===== src/rtl/lsu_dcache_adapter.sv =====
// LSU-to-L1D adapter: aligns RV64 ld/st into doubleword requests, tracks them in order, extends load data.
// Request 1 cycle after accept, writeback 1 cycle after response; op_ready drops on full FIFO, stalled request, or non-RUN state.

module sync_fifo #(
  parameter int W  = 8,
  parameter int DP = 4
) (
  input  logic         clk,
  input  logic         rst_n,
  input  logic         push_vld,
  input  logic [W-1:0] push_dat,
  input  logic         pop_vld,
  output logic [W-1:0] head_dat,
  output logic         full,
  output logic         empty
);
  localparam int AW = $clog2(DP);

  logic [AW-1:0] wr_ptr_q, wr_ptr_d, rd_ptr_q, rd_ptr_d;
  logic [AW:0]   cnt_q, cnt_d;
  logic [W-1:0]  mem_q [DP];
  logic [W-1:0]  mem_d [DP];
  logic          do_push, do_pop;

  assign full     = (cnt_q == (AW+1)'(DP));
  assign empty    = (cnt_q == '0);
  assign head_dat = mem_q[rd_ptr_q];

  always_comb begin
    do_pop   = pop_vld & ~empty;
    // A pop frees the head slot in the same cycle, so a full FIFO can still take a push.
    do_push  = push_vld & (~full | do_pop);
    wr_ptr_d = wr_ptr_q + AW'(do_push);
    rd_ptr_d = rd_ptr_q + AW'(do_pop);
    cnt_d    = cnt_q + (AW+1)'(do_push) - (AW+1)'(do_pop);
    mem_d    = mem_q;
    if (do_push) mem_d[wr_ptr_q] = push_dat;
  end

  always_ff @(posedge clk or negedge rst_n) begin
    if (!rst_n) begin
      wr_ptr_q <= '0;
      rd_ptr_q <= '0;
      cnt_q    <= '0;
    end else begin
      wr_ptr_q <= wr_ptr_d;
      rd_ptr_q <= rd_ptr_d;
      cnt_q    <= cnt_d;
    end
  end

  always_ff @(posedge clk) begin
    mem_q <= mem_d;
  end
endmodule

module lsu_dcache_adapter #(
  parameter int OT_DP = 4,
  parameter int RD_W  = 6
) (
  input  logic            CLK,
  input  logic            RSTn,
  input  logic            op_valid,
  output logic            op_ready,
  input  logic [31:0]     op_addr,
  input  logic [63:0]     op_wdata,
  input  logic [3:0]      op_fun,
  input  logic [RD_W-1:0] op_rd,
  input  logic            op_fence,
  output logic            dc_req_valid,
  input  logic            dc_req_ready,
  output logic [31:0]     dc_addr,
  output logic [63:0]     dc_wdata,
  output logic [7:0]      dc_wstrb,
  output logic            dc_wen,
  input  logic            dc_rsp_valid,
  output logic            dc_rsp_ready,
  input  logic [63:0]     dc_rdata,
  output logic            dl1_fence,
  output logic            wb_valid,
  output logic [RD_W-1:0] wb_rd,
  output logic [63:0]     wb_data,
  output logic            wb_is_load,
  output logic            exc_valid,
  output logic [31:0]     exc_addr,
  output logic            busy
);
  typedef enum logic [1:0] {ST_RUN, ST_DRAIN, ST_FPULSE, ST_EXC} state_t;

  typedef struct packed {
    logic [RD_W-1:0] rd;
    logic [3:0]      fun;
    logic [2:0]      off;
  } ot_t;

  localparam int OT_W = $bits(ot_t);

  state_t          state_q, state_d;
  logic            req_vld_q, req_vld_d, dc_wen_q, dc_wen_d;
  logic [31:0]     dc_addr_q, dc_addr_d, exc_addr_q, exc_addr_d;
  logic [63:0]     dc_wdata_q, dc_wdata_d, wb_data_q, wb_data_d;
  logic [7:0]      dc_wstrb_q, dc_wstrb_d;
  logic            wb_valid_q, wb_valid_d, wb_is_load_q, wb_is_load_d;
  logic [RD_W-1:0] wb_rd_q, wb_rd_d;

  ot_t             push_ent, head_ent;
  logic [OT_W-1:0] head_raw;
  logic            fifo_full, fifo_empty, pop;
  logic [1:0]      size;
  logic [2:0]      low_mask;
  logic [8:0]      strb_base;
  logic            illegal, misal, bad, base_rdy, accept, acc_mem, acc_exc, acc_fence;
  logic            sx;
  logic [63:0]     sh, ext;

  always_comb begin
    size      = op_fun[1:0];
    low_mask  = {size[1] & size[0], size[1], size[1] | size[0]};
    misal     = |(op_addr[2:0] & low_mask);
    illegal   = (op_fun == 4'd7) | (op_fun[3:2] == 2'b11);
    bad       = ~op_fence & (illegal | misal);
    base_rdy  = (state_q == ST_RUN) & ~fifo_full & (~req_vld_q | dc_req_ready);
    // Faulting ops wait for a quiet pipe so the exception is precise.
    op_ready  = RSTn & base_rdy & (~bad | (fifo_empty & ~req_vld_q));
    accept    = op_valid & op_ready;
    acc_fence = accept & op_fence;
    acc_exc   = accept & bad;
    acc_mem   = accept & ~op_fence & ~bad;
    strb_base = (9'd1 << (4'd1 << size)) - 9'd1;
    push_ent  = '{rd: op_rd, fun: op_fun, off: op_addr[2:0]};
  end

  always_comb begin
    req_vld_d  = req_vld_q & ~dc_req_ready;
    dc_addr_d  = dc_addr_q;
    dc_wdata_d = dc_wdata_q;
    dc_wstrb_d = dc_wstrb_q;
    dc_wen_d   = dc_wen_q;
    if (acc_mem) begin
      req_vld_d  = 1'b1;
      dc_addr_d  = {op_addr[31:3], 3'b000};
      dc_wdata_d = op_wdata << {op_addr[2:0], 3'b000};
      dc_wstrb_d = strb_base[7:0] << op_addr[2:0];
      dc_wen_d   = op_fun[3];
    end
    exc_addr_d = acc_exc ? op_addr : exc_addr_q;

    state_d = state_q;
    case (state_q)
      ST_RUN: begin
        if (acc_fence)    state_d = ST_DRAIN;
        else if (acc_exc) state_d = ST_EXC;
      end
      ST_DRAIN:  if (fifo_empty & ~req_vld_q) state_d = ST_FPULSE;
      ST_FPULSE: state_d = ST_RUN;
      default:   state_d = ST_RUN;
    endcase
  end

  always_comb begin
    pop      = dc_rsp_valid & ~fifo_empty;
    head_ent = ot_t'(head_raw);
    sx       = ~head_ent.fun[2];
    sh       = dc_rdata >> {head_ent.off, 3'b000};
    case (head_ent.fun[1:0])
      2'd0:    ext = {{56{sx & sh[7]}}, sh[7:0]};
      2'd1:    ext = {{48{sx & sh[15]}}, sh[15:0]};
      2'd2:    ext = {{32{sx & sh[31]}}, sh[31:0]};
      default: ext = sh;
    endcase
    wb_valid_d   = pop;
    wb_rd_d      = wb_rd_q;
    wb_data_d    = wb_data_q;
    wb_is_load_d = wb_is_load_q;
    if (pop) begin
      wb_rd_d      = head_ent.rd;
      wb_is_load_d = ~head_ent.fun[3];
      wb_data_d    = head_ent.fun[3] ? 64'd0 : ext;
    end
  end

  sync_fifo #(.W(OT_W), .DP(OT_DP)) u_ot_fifo (
    .clk      (CLK),
    .rst_n    (RSTn),
    .push_vld (acc_mem),
    .push_dat (push_ent),
    .pop_vld  (pop),
    .head_dat (head_raw),
    .full     (fifo_full),
    .empty    (fifo_empty)
  );

  always_ff @(posedge CLK or negedge RSTn) begin
    if (!RSTn) begin
      state_q      <= ST_RUN;
      req_vld_q    <= 1'b0;
      dc_addr_q    <= '0;
      dc_wdata_q   <= '0;
      dc_wstrb_q   <= '0;
      dc_wen_q     <= 1'b0;
      exc_addr_q   <= '0;
      wb_valid_q   <= 1'b0;
      wb_rd_q      <= '0;
      wb_data_q    <= '0;
      wb_is_load_q <= 1'b0;
    end else begin
      state_q      <= state_d;
      req_vld_q    <= req_vld_d;
      dc_addr_q    <= dc_addr_d;
      dc_wdata_q   <= dc_wdata_d;
      dc_wstrb_q   <= dc_wstrb_d;
      dc_wen_q     <= dc_wen_d;
      exc_addr_q   <= exc_addr_d;
      wb_valid_q   <= wb_valid_d;
      wb_rd_q      <= wb_rd_d;
      wb_data_q    <= wb_data_d;
      wb_is_load_q <= wb_is_load_d;
    end
  end

  assign dc_req_valid = req_vld_q;
  assign dc_addr      = dc_addr_q;
  assign dc_wdata     = dc_wdata_q;
  assign dc_wstrb     = dc_wstrb_q;
  assign dc_wen       = dc_wen_q;
  assign dc_rsp_ready = ~fifo_empty;
  assign dl1_fence    = (state_q == ST_FPULSE);
  assign exc_valid    = (state_q == ST_EXC);
  assign exc_addr     = exc_addr_q;
  assign wb_valid     = wb_valid_q;
  assign wb_rd        = wb_rd_q;
  assign wb_data      = wb_data_q;
  assign wb_is_load   = wb_is_load_q;
  assign busy         = (state_q != ST_RUN) | ~fifo_empty | req_vld_q;
endmodule


===== config.mk =====
export PLATFORM = sky130hd
export DESIGN_NAME = lsu_dcache_adapter
export DESIGN_NICKNAME = d
export VERILOG_FILES = /design/src/rtl/lsu_dcache_adapter.sv
export SDC_FILE = /design/constraint.sdc
export NUM_CORES = 1
export LEC_CHECK = 0
export CORE_MARGIN = 2
export CORE_UTILIZATION = 40
export CTS_CLUSTER_DIAMETER = 200
export DETAILED_ROUTE_END_ITERATION = 10
export GPL_TIMING_DRIVEN = 0
export PLACE_DENSITY = 0.78
export SKIP_LAST_GASP = 1
export SLEW_MARGIN = 40
export SYNTH_ARGS = -nofsm -noshare
export SYNTH_HDL_FRONTEND = slang
export SYNTH_SLANG_ARGS = --single-unit

===== constraint.sdc =====
create_clock -name CLK -period 3.5 [get_ports CLK]
set_clock_uncertainty 0.15 [all_clocks]
set_input_delay 0.525 -clock CLK [delete_from_list [all_inputs] [get_ports CLK]]
set_output_delay 0.525 -clock CLK [all_outputs]
set_load 0.02 [all_outputs]

==> results of run 1 <==
[state kept, by name, indices dropped and copies added, names as in the netlist]
signal and flops:
dc_wdata 64, wb_data 64, u_ot_fifo.mem_q 52, exc_addr 32, dc_addr 29, dc_wstrb 8
wb_rd 6, u_ot_fifo.cnt_q 3, state_q 2, u_ot_fifo.rd_ptr_q 2, u_ot_fifo.wr_ptr_q 2, dc_req_valid 1
dc_wen 1, wb_is_load 1, wb_valid 1
[synthesized netlist by cell type, types with 4 or more instances]
library cell and count:
o2bb2ai_1 7, a31o_2 8, o22ai_1 15, inv_1 13, ha_1 4, nand2b_1 4, a32oi_1 9, nand3_1 19
a21oi_1 37, o31ai_1 23, nor2b_1 11, mux2i_1 94, buf_4 5, clkbuf_1 83, nor2_1 73, and3_1 9
and2_0 8, edfxtp_1 52, mux2_2 46, o311ai_0 7, dfrtp_1 216, buf_1 10, o211ai_1 8, a211oi_1 16
o31ai_2 7, mux4_2 13, buf_2 11, a31oi_1 46, nand2_1 359, o21ai_0 138
[metrics by stage]
stage | area [sq um] | hold WS [ns] | setup slack [ns] | total power (W) | setup TNS, ns
after floorplan | 13470 | 0.07941 | 0.08681 | 0.008603 | 0
after CTS | 19160 | 0.3185 | 0.006824 | 0.01546 | 0
after detailed placement | 18010 | 0.3102 | -1.582 | 0.01202 | -157.11
after global routing | 19170 | 0.3313 | -0.04120 | 0.01621 | -0.08028
final | 19180 | 0.3168 | 0.07579 | 0.01545 | 0
after global placement | 17900 | 0.3036 | -9.388 | 0.01191 | -3184.04
[cell families after synthesis]
kind of cell	count (synthesis)
other	1
adder cells (fa/ha/maj)	5
multiplexers	154
buffers and inverters	125
AO/OA/AOI/OAI	336
flip-flops	268
XOR/XNOR	4
AND/OR/NAND/NOR	494
[layer usage]
layer	vias up	track usage	routed length, microns
met5	-	0	11
met4	2	0.1390	2989
met3	160	0.07542	5328
met2	706	0.5119	25540
met1	6233	0.3810	21030
li1	5752	-	-
[power by group]
part | switching (W) | internal (W)
registers | 0.000655 | 0.00407
logic | 0.00431 | 0.00306
clock network | 0.00132 | 0.00204
[worst max-delay path, delay by kind of cell (launching register included)]
| kind | cells | cell delay, ns |
|---|---|---|
| AO/OA/AOI/OAI | 3 | 0.73 |
| buffers and inverters | 5 | 1.34 |
| flip-flops | 1 | 0.38 |
| multiplexers | 2 | 0.67 |
[worst paths after layout]
| check | depth (start not counted) | from | slack (ns) | end |
|---|---|---|---|---|
| setup / recovery | 10 | u_ot_fifo.rd_ptr_q[0] | 0.08 | wb_data[20] |
| hold / removal | 2 | dc_wdata[0] | 0.32 | dc_wdata[0] |
| setup reg to reg | 10 | u_ot_fifo.rd_ptr_q[0] | 0.08 | wb_data[20] |
| hold reg to reg | 2 | dc_wdata[0] | 0.32 | dc_wdata[0] |
| max in group asynchronous | 5 | RSTn | 1.91 | dc_addr[31] |
| min in group asynchronous | 4 | RSTn | 0.51 | wb_data[62] |
[cell type report]
type	count	area, sq um
Fill cell	2923	14190
Sequential cell	268	6967
Multi-Input combinational cell	996	6023
Timing Repair Buffer	394	4044
Clock buffer	41	873.3
Tap cell	448	560.5
Buffer	105	454.2
Clock inverter	15	192.7
Inverter	14	56.30
Antenna cell	3	7.507
[timing repair]
action / 4_1_cts / 5_1_grt
hold buffers: 2 / 0
pin swaps: 2 / 0
buffers inserted: 2 / 0
resized for setup: 10 / 11
setup endpoints to repair: 154 / 34
hold endpoints to repair: 72 / 0
==> flow_metrics.py, run 1 <==
metrics = {
    "logic_synthesis": {
        "ys_seq_elements": 268,
        "synth-seq-area-share": 0.5179,
        "synth_top_cell_by_area": "dfrtp_1",
        "synth_compound_area_frac": 0.1569,
        "synth_edf_count": 52,
        "synth_fa_ha_area_frac": 0.005208,
        "netlist_instances": 1387,
        "syn_avg_cell_area_sq_um": 9.699,
        "ys_warn_count": 0,
        "synth_flop_cell": "dfrtp_1",
        "synth_cell_type_count": 53,
        "synth_area_sq_um": 13450,
        "synthXorXnorAreaFrac": 0.002604,
        "synth.area.mux_share": 0.1310,
        "synth-simple-area-share": 0.1477,
        "synth.top_cells.by_area": "dfrtp_1 40%, edfxtp_1 12%, nand2_1 10%, mux2i_1 7.0%, o21ai_0 5.1%",
        "synth_top_family_by_area": "compound AO/OA/AOI/OAI gates",
        "synth_top_area_share": 0.4018,
        "synthArstFlopShare": 0.8060,
    },
    "critical_path": {
        "max_stage_delay_ns": 0.45,
        "crit_path_end_kind": "flip-flop",
        "critPathArrivalTime_ns": 3.69,
        "startpoint_type": "flip-flop",
        "cp.required_ns": 3.77,
        "crit_chain": "buf_4, mux4_2, buf_4, buf_2, clkbuf_4, buf_2, mux2i_1, o22ai_1, o21ai_0, a31oi_1",
        "worst-setup-path-type": "reg2reg",
        "cpMaxStageDelayCell": "o21ai_0",
        "path_max_fanout": 10,
    },
    "sta": {
        "relSlewSlack": 0.4637,
        "rsz0062_at_grt": "yes",
        "final_max_slew_viol_count": 0,
        "min_period_ns": 3.424,
        "tightest_slew_ns": 0.8044,
        "finalCritPeriodShare": 0.9783,
        "hold_viol_final": 0,
        "setup_viol": 0,
        "timing.fmax_ghz": 0.2920,
    },
    "placed_design": {
        "placedCellCount": 2227,
        "routabilityCongestion": 1.017,
        "port_buffers": 387,
        "dp_hpwl_microns": 42380,
    },
    "clocking": {
        "htreeDepth": 1,
        "cts_tree": "built",
        "cts_sinks": 268,
        "cts_max_path_buffers": 3,
        "cts-buffers-inserted": 30,
        "cts.clk_slew.worst_paths_ns": 0.06,
        "root_buffer": "clkbuf_16",
        "clock_latency_ns": 0.56,
    },
    "floorplan": {
        "row_count": 67,
        "floorplan.initialDensity": 0.4032,
        "coreArea_sq_um": 33360,
        "die_h_microns": 187.4,
        "die-area_sq_um": 35120,
        "die_w_microns": 187.4,
        "ios": 391,
    },
    "cells_and_area": {
        "layout.cells.non_filler": 2284,
        "final_cell_mix": "384 x clkdlybuf4s50_1, 358 x nand2_1, 216 x dfrtp_1",
        "drive_gt1_frac": 0.09274,
        "nNetsFinal": 1990,
        "fin_util": 0.5748,
        "final_common_cell": "clkdlybuf4s50_1",
        "syn_to_final_growth_pct": 42.56,
    },
    "power_and_ir_drop": {
        "leakagePower_nw": 8.160,
        "peakVddDrop_mv": 0.4757,
        "power.density_nw_per_um2": 805.8,
    },
    "grt": {
        "overflow": 0,
        "grt_max_degree": 75,
        "antenna_found_initial": 4,
        "grt_usage": 0.3080,
        "grt_pass1_vias": 13192,
        "grt_first_pass_wirelength_microns": 82100,
    },
    "worst_hold_path": {
        "hp-class": "reg2reg",
    },
    "detailed_routing": {
        "drt_iter0_drc": 938,
        "wl_microns": 54890,
        "first_pass_iters": 5,
        "ant_nets": 0,
        "viasPerCell": 5.627,
        "drc": 0,
        "via_count": 12853,
        "detail_route.wl_per_cell_microns": 24.03,
    },
    "run": {
        "cap_viol_max_count": 0,
    },
    "status": {
        "outcome": "complete, no violations",
    },
}
Power figures use the tool's default switching activity.
==> run 2, diff against run 1 <==
==> constraint.sdc (replaced) <==
create_clock -name CLK -period 3.5 [get_ports CLK]
set_clock_uncertainty 0.15 [all_clocks]
set_input_delay 0.7 -clock CLK [delete_from_list [all_inputs] [get_ports CLK]]
set_output_delay 0.7 -clock CLK [all_outputs]
set_load 0.05 [all_outputs]
==> run 2 against run 1 <==
- final cell count shrank 0.13%
- sequential cell count is the same
- die area is the same
- clock-buffer cell count shrank 7
- combinational power grew 26%
- sequential share of layout area grew 0.18 points
- core utilization shrank 0.28 points
==> flow_metrics.py, run 2 (same netlist as run 1, synthesis figures left out) <==
metrics = {
    "critical_path": {
        "crit_path_frequent_cell": "clkbuf_1",
        "reg2reg_depth": 10,
        "critPathArrivalTime_ns": 3.69,
        "worst-setup-path-type": "in2reg",
        "critPathTopFamily": "buffers and inverters",
        "cpMaxStageDelayCell": "clkdlybuf4s50_1",
        "path_buf_inv": 4,
        "path_max_fanout": 10,
        "crit_path_end_kind": "flip-flop",
        "rr_startpoint": "u_ot_fifo.rd_ptr_q[0]",
        "startpoint_type": "input port",
        "reg2reg_to": "wb_data[20]",
        "cp.required_ns": 3.76,
        "max_stage_delay_ns": 0.67,
        "rrSetupSlack_ns": 0.08,
        "crit_chain": "clkdlybuf4s50_1, clkbuf_1, clkbuf_1, buf_2, mux2i_1, nand2_1, a31oi_1, o21ai_0",
    },
    "placed_design": {
        "dp_hpwl_microns": 41890,
        "port_buffers": 387,
        "routabilityCongestion": 1.029,
        "placedCellCount": 2227,
        "pre_cts_ws_ns": -1.712,
    },
    "cells_and_area": {
        "final_common_cell": "clkdlybuf4s50_1",
        "drive_gt1_frac": 0.09175,
        "nNetsFinal": 1989,
        "syn_to_final_growth_pct": 41.86,
        "layout.cells.non_filler": 2281,
        "final_cell_mix": "380 x clkdlybuf4s50_1, 358 x nand2_1, 216 x dfrtp_1",
        "fillers": 2919,
    },
    "clocking": {
        "htreeDepth": 1,
        "cts_tree": "built",
        "root_buffer": "clkbuf_16",
        "cts_max_path_buffers": 3,
        "clock_latency_ns": 0.56,
        "cts.clk_slew.worst_paths_ns": 0.06,
        "cts_sinks": 268,
        "cts-buffers-inserted": 29,
    },
    "floorplan": {
        "die_w_microns": 187.4,
        "floorplan.initialDensity": 0.4032,
        "row_count": 67,
        "coreArea_sq_um": 33360,
        "ios": 391,
        "die_h_microns": 187.4,
        "die-area_sq_um": 35120,
    },
    "power_and_ir_drop": {
        "p_switching_w": 0.008172,
        "peakVddDrop_mv": 0.5936,
        "power.density_nw_per_um2": 897.5,
        "leakagePower_nw": 8.129,
        "p_int_w": 0.008956,
        "pwr-share-seq": 0.275,
        "power.share.clock": 0.185,
        "swShare": 0.4771,
        "combPwrFrac": 0.540,
    },
    "sta": {
        "fin_ws_ns": 0.06711,
        "timing.fmax_ghz": 0.2913,
        "hold_viol_final": 0,
        "min_period_ns": 3.433,
        "finalCritPeriodShare": 0.9808,
        "rsz0062_at_grt": "yes",
        "relSlewSlack": 0.3986,
        "setup_viol": 0,
        "tightest_slew_ns": 0.8987,
        "hold_ws_ns": 0.07359,
        "final_max_slew_viol_count": 0,
    },
    "detailed_routing": {
        "drt_iter0_drc": 1103,
        "drc": 0,
        "wl_microns": 53920,
        "viasPerCell": 5.654,
        "detail_route.wl_per_cell_microns": 23.64,
        "ant_nets": 0,
        "first_pass_iters": 6,
        "via_count": 12896,
    },
    "grt": {
        "grt_max_degree": 77,
        "grt_pass1_vias": 13079,
        "antenna_found_initial": 3,
        "grt_first_pass_wirelength_microns": 80770,
        "grt_usage": 0.3015,
        "overflow": 0,
    },
    "run": {
        "cap_viol_max_count": 0,
    },
    "worst_hold_path": {
        "hp-class": "in2async",
    },
    "status": {
        "outcome": "complete, no violations",
    },
}
run 2: changes by cell type in the layout (fill, tap and decap cells not counted), sizes merged:
cell | previous run | this run
diode | 3 | 2
buf | 32 | 34
dlygate4sd2 | 0 | 5
clkbuf | 121 | 112
clkinvlp | 6 | 4
dlymetal6s2s | 2 | 1
inv | 15 | 16
clkinv | 4 | 10
clkdlybuf4s50 | 384 | 380
run 2: cell type report:
| class | instances | area [sq um] | share of cell area |
|---|---|---|---|
| sequential | 268 | 6967 | 0.3650 |
| multi-input combinational | 996 | 6021 | 0.3155 |
| timing repair buffer | 395 | 4048 | 0.2121 |
| clock buffer | 34 | 754.5 | 0.03953 |
| tap | 448 | 560.5 | 0.02937 |
| buffer | 104 | 451.7 | 0.02367 |
| clock inverter | 20 | 221.5 | 0.01160 |
| inverter | 14 | 56.30 | 0.002950 |
| antenna | 2 | 5.005 | 0.0002622 |
run 2: power groups by stage:
stage	Clock, W	Combinational (W)	Sequential (W)
final	0.00316	0.00925	0.00472
after global routing	0.00334	0.00973	0.00480
after CTS	0.00320	0.00922	0.00469
after detailed placement	0	0.00918	0.00472
after global placement	0	0.00910	0.00470
after floorplan	0	0.00309	0.00740
run 2: worst max-delay path by stage:
stage	from	end	slack, ns	cells past startpoint
6_report	op_addr[0]	dc_wdata[41]	0.07	8
5_1_grt	u_ot_fifo.cnt_q[2]	u_ot_fifo.cnt_q[2]	-0.03	12
2_1_floorplan	op_fun[0]	u_ot_fifo.mem_q[26]	0.11	10
3_5_place_dp	op_fun[0]	u_ot_fifo.mem_q[35]	-1.71	11
4_1_cts	u_ot_fifo.cnt_q[2]	u_ot_fifo.cnt_q[2]	-0.02	12
3_3_place_gp	RSTn	u_ot_fifo.mem_q[35]	-9.10	10
run 2: tightest hold or removal path, stage by stage:
cell and delay (ns):
buf_8 0.08, buf_16 0.14, buf_12 0.23
run 2: layer usage:
metal  share of wire  vias to the layer above  track usage
met2            0.47                      766       0.5116
met1            0.39                     6255       0.3766
met5         0.00028                        -            0
li1                -                     5741            -
met4           0.043                        2       0.1108
met3           0.099                      132      0.07017
run 2: stage by stage:
stage | utilization | instance area, sq um | TNS [ns] | total power (W)
2_1_floorplan | - | 13470 | 0 | 0.01049
3_3_place_gp | 0.5367 | 17910 | -3214.92 | 0.01379
3_5_place_dp | 0.5397 | 18010 | -178.58 | 0.01390
4_1_cts | 0.5717 | 19080 | -0.01875 | 0.01711
5_1_grt | 0.5719 | 19080 | -0.03156 | 0.01786
6_report | 0.5720 | 19080 | 0 | 0.01713
run 2: what timing repair did:
action / 4_1_cts / 5_1_grt
setup buffers: 2 / 0
pin swaps: 2 / 0
endpoints found under the hold margin: 40 / 0
gates resized for setup: 20 / 4
hold buffers: 3 / 0
setup endpoints to repair: 161 / 33
==> run 3, diff against run 2 <==
--- a/config.mk
+++ b/config.mk
@@ -11,6 +11,7 @@
 export DETAILED_ROUTE_END_ITERATION = 10
 export GPL_TIMING_DRIVEN = 0
 export PLACE_DENSITY = 0.78
+export REMOVE_ABC_BUFFERS = 1
 export SKIP_LAST_GASP = 1
 export SLEW_MARGIN = 40
 export SYNTH_ARGS = -nofsm -noshare
==> run 3 against run 2 <==
- final area rose by 1.2%
- largest power group unchanged
- first-iteration DRC count down 7.6%
- the flow now finishes with violations (hold timing)
- sequential power is 0.8% lower
- global-route usage down 3.1 points
- die area is the same
- largest cell class unchanged
- critical path depth is 5 higher
- wire length fell by 8.9%
- maximum frequency increased by 1.1%
- register-to-register slack better by 0.05 ns
- critical endpoint is now u_ot_fifo.cnt_q[2]
- combinational power about the same
- worst hold slack got worse by 0.083 ns
- power shrank 0.48%
==> flow_metrics.py, run 3 (same netlist as run 1, synthesis figures left out) <==
metrics = {
    "cells_and_area": {
        "nNetsFinal": 1922,
        "drive_gt1_frac": 0.1139,
        "multi_input_area_sq_um": 6132,
        "fillers": 2772,
        "final_cell_mix": "378 x clkdlybuf4s50_1, 356 x nand2_1, 214 x dfrtp_1",
        "sequential_cell_area_sq_um": 6972,
        "layout.cells.non_filler": 2219,
        "final_common_cell": "clkdlybuf4s50_1",
        "syn_to_final_growth_pct": 43.56,
        "fin_util": 0.5789,
    },
    "sta": {
        "final_max_slew_viol_count": 0,
        "setup_viol": 0,
        "timing.fmax_ghz": 0.2945,
        "hold_viol_final": 3,
        "finalCritPeriodShare": 0.9700,
        "tightest_slew_ns": 0.8067,
        "relSlewSlack": 0.4622,
        "min_period_ns": 3.395,
        "hold_ws_ns": -0.009322,
        "rsz0062_at_grt": "yes",
        "fin_ws_ns": 0.1050,
    },
    "detailed_routing": {
        "via_count": 12615,
        "highest_layer": "met5",
        "route.met3.wl_microns": 5673,
        "detail_route.wl_per_cell_microns": 22.14,
        "wl_met2_microns": 23690,
        "wl_met1_microns": 17950,
        "wl_microns": 49140,
        "ant_nets": 0,
        "viasPerCell": 5.685,
        "first_pass_iters": 6,
        "drt_iter0_drc": 1019,
        "drc": 0,
    },
    "power_and_ir_drop": {
        "leakagePower_nw": 8.290,
        "swShare": 0.4753,
        "pwr-share-seq": 0.275,
        "peakVddDrop_mv": 0.5408,
        "p_int_w": 0.008944,
        "power.share.clock": 0.183,
        "p_total_w": 0.01705,
        "power.density_nw_per_um2": 882.6,
        "combPwrFrac": 0.542,
        "p_switching_w": 0.008103,
    },
    "critical_path": {
        "startpoint_type": "input port",
        "crit_path_end_kind": "flip-flop",
        "crit_start": "op_fun[2]",
        "path_max_fanout": 38,
        "crit_chain": "clkdlybuf4s50_1, inv_1, o221ai_2, or3_4, buf_16, buf_16, buf_12, inv_8, buf_12, ha_1, fa_1, xor2_1, xnor2_1",
        "reg2reg_to": "wb_data[47]",
        "cpMaxStageDelayCell": "clkdlybuf4s50_1",
        "cp.required_ns": 3.80,
        "max_stage_delay_ns": 0.56,
        "rrSetupSlack_ns": 0.13,
        "rr_startpoint": "u_ot_fifo.rd_ptr_q[1]",
        "worst-setup-path-type": "in2reg",
        "critPathArrivalTime_ns": 3.69,
        "reg2reg_depth": 8,
    },
    "clocking": {
        "root_buffer": "clkbuf_16",
        "htreeDepth": 1,
        "cts-buffers-inserted": 30,
        "cts_tree": "built",
        "clock_latency_ns": 0.56,
        "cts_sinks": 268,
        "cts_max_path_buffers": 3,
        "cts.clk_slew.worst_paths_ns": 0.06,
    },
    "status": {
        "failed_checks": "hold timing",
        "outcome": "finished with violations",
    },
    "grt": {
        "grt_pass1_vias": 12658,
        "grt_usage": 0.2710,
        "grt_first_pass_wirelength_microns": 74520,
        "grt_max_degree": 70,
        "overflow": 0,
        "antenna_found_initial": 8,
    },
    "run": {
        "cap_viol_max_count": 0,
    },
    "floorplan": {
        "coreArea_sq_um": 33360,
        "die_w_microns": 187.4,
        "floorplan.initialDensity": 0.4032,
        "die_h_microns": 187.4,
        "ios": 391,
        "die-area_sq_um": 35120,
        "row_count": 67,
    },
    "placed_design": {
        "placedCellCount": 2137,
        "routabilityCongestion": 0.9326,
        "dp_hpwl_microns": 32350,
        "pre_cts_ws_ns": -1.358,
        "port_buffers": 387,
    },
    "worst_hold_path": {
        "hp-class": "in2async",
    },
}
run 3: changes by cell type in the layout (fill, tap and decap cells not counted), sizes merged:
cell and delta:
clkbuf -69, bufbuf +5, buf +4, diode +4, bufinv -3, clkinvlp -3
clkdlybuf4s50 -2, dlygate4sd2 -2, inv +2, mux4 +2, clkinv +1, dlymetal6s2s -1
run 3: routing by layer:
metal | vias to the layer above | global-route usage
met3 | 128 | 0.09925
li1 | 5641 | -
met5 | - | 0
met1 | 6150 | 0.3122
met2 | 694 | 0.4595
met4 | 2 | 0.1063
run 3: worst max path at each step:
| stage | endpoint | slack (ns) | depth (start not counted) |
|---|---|---|---|
| 2_1_floorplan | u_ot_fifo.cnt_q[2] | -3.04 | 9 |
| 3_3_place_gp | u_ot_fifo.cnt_q[2] | -14.21 | 9 |
| 3_5_place_dp | u_ot_fifo.cnt_q[2] | -1.36 | 13 |
| 4_1_cts | u_ot_fifo.cnt_q[2] | -0.16 | 13 |
| 5_1_grt | u_ot_fifo.cnt_q[2] | -0.04 | 13 |
| 6_report | u_ot_fifo.cnt_q[2] | 0.10 | 13 |
run 3: power groups by stage:
stage                     clock (W)  sequential, W  combinational [W]
after floorplan                   0        0.00747            0.00278
after global placement            0        0.00468            0.00871
after detailed placement          0        0.00471            0.00893
after CTS                   0.00319        0.00467            0.00914
after global routing        0.00332        0.00479            0.00970
final                       0.00313        0.00468            0.00924
run 3: metrics by stage:
step | area (sq um) | setup TNS (ns)
final | 19310 | 0
after global routing | 19310 | -0.05818
after CTS | 19190 | -0.1582
after detailed placement | 17870 | -106.21
after global placement | 17430 | -4148.38
after floorplan | 13000 | -317.16
run 3: worst max-delay path: cells and delay by family:
kind            cells  cell delay [ns]
compound gates      1             0.23
fa+ha+maj           2             0.64
xor+xnor            2             0.30
buf+inv             7             1.52
simple gates        1             0.26
run 3: cell type report:
class	instances	share of cell area
multi-input cells	998	0.3175
diodes	6	0.0007774
flip-flops and latches	268	0.3610
repair buffers	429	0.2376
clock buffers	39	0.04328
inverters	14	0.003369
clock inverters	17	0.007450
well taps	448	0.02902
run 3: repair_timing:
| item | CTS | global route |
|---|---|---|
| resized for setup | 16 | 11 |
| buffers inserted | 5 | 3 |
| hold buffers | 3 | 0 |
| cloned | 7 | 2 |
| hold endpoints to repair | 29 | 0 |
| endpoints found under the setup margin | 111 | 28 |
| pin swaps | 1 | 2 |
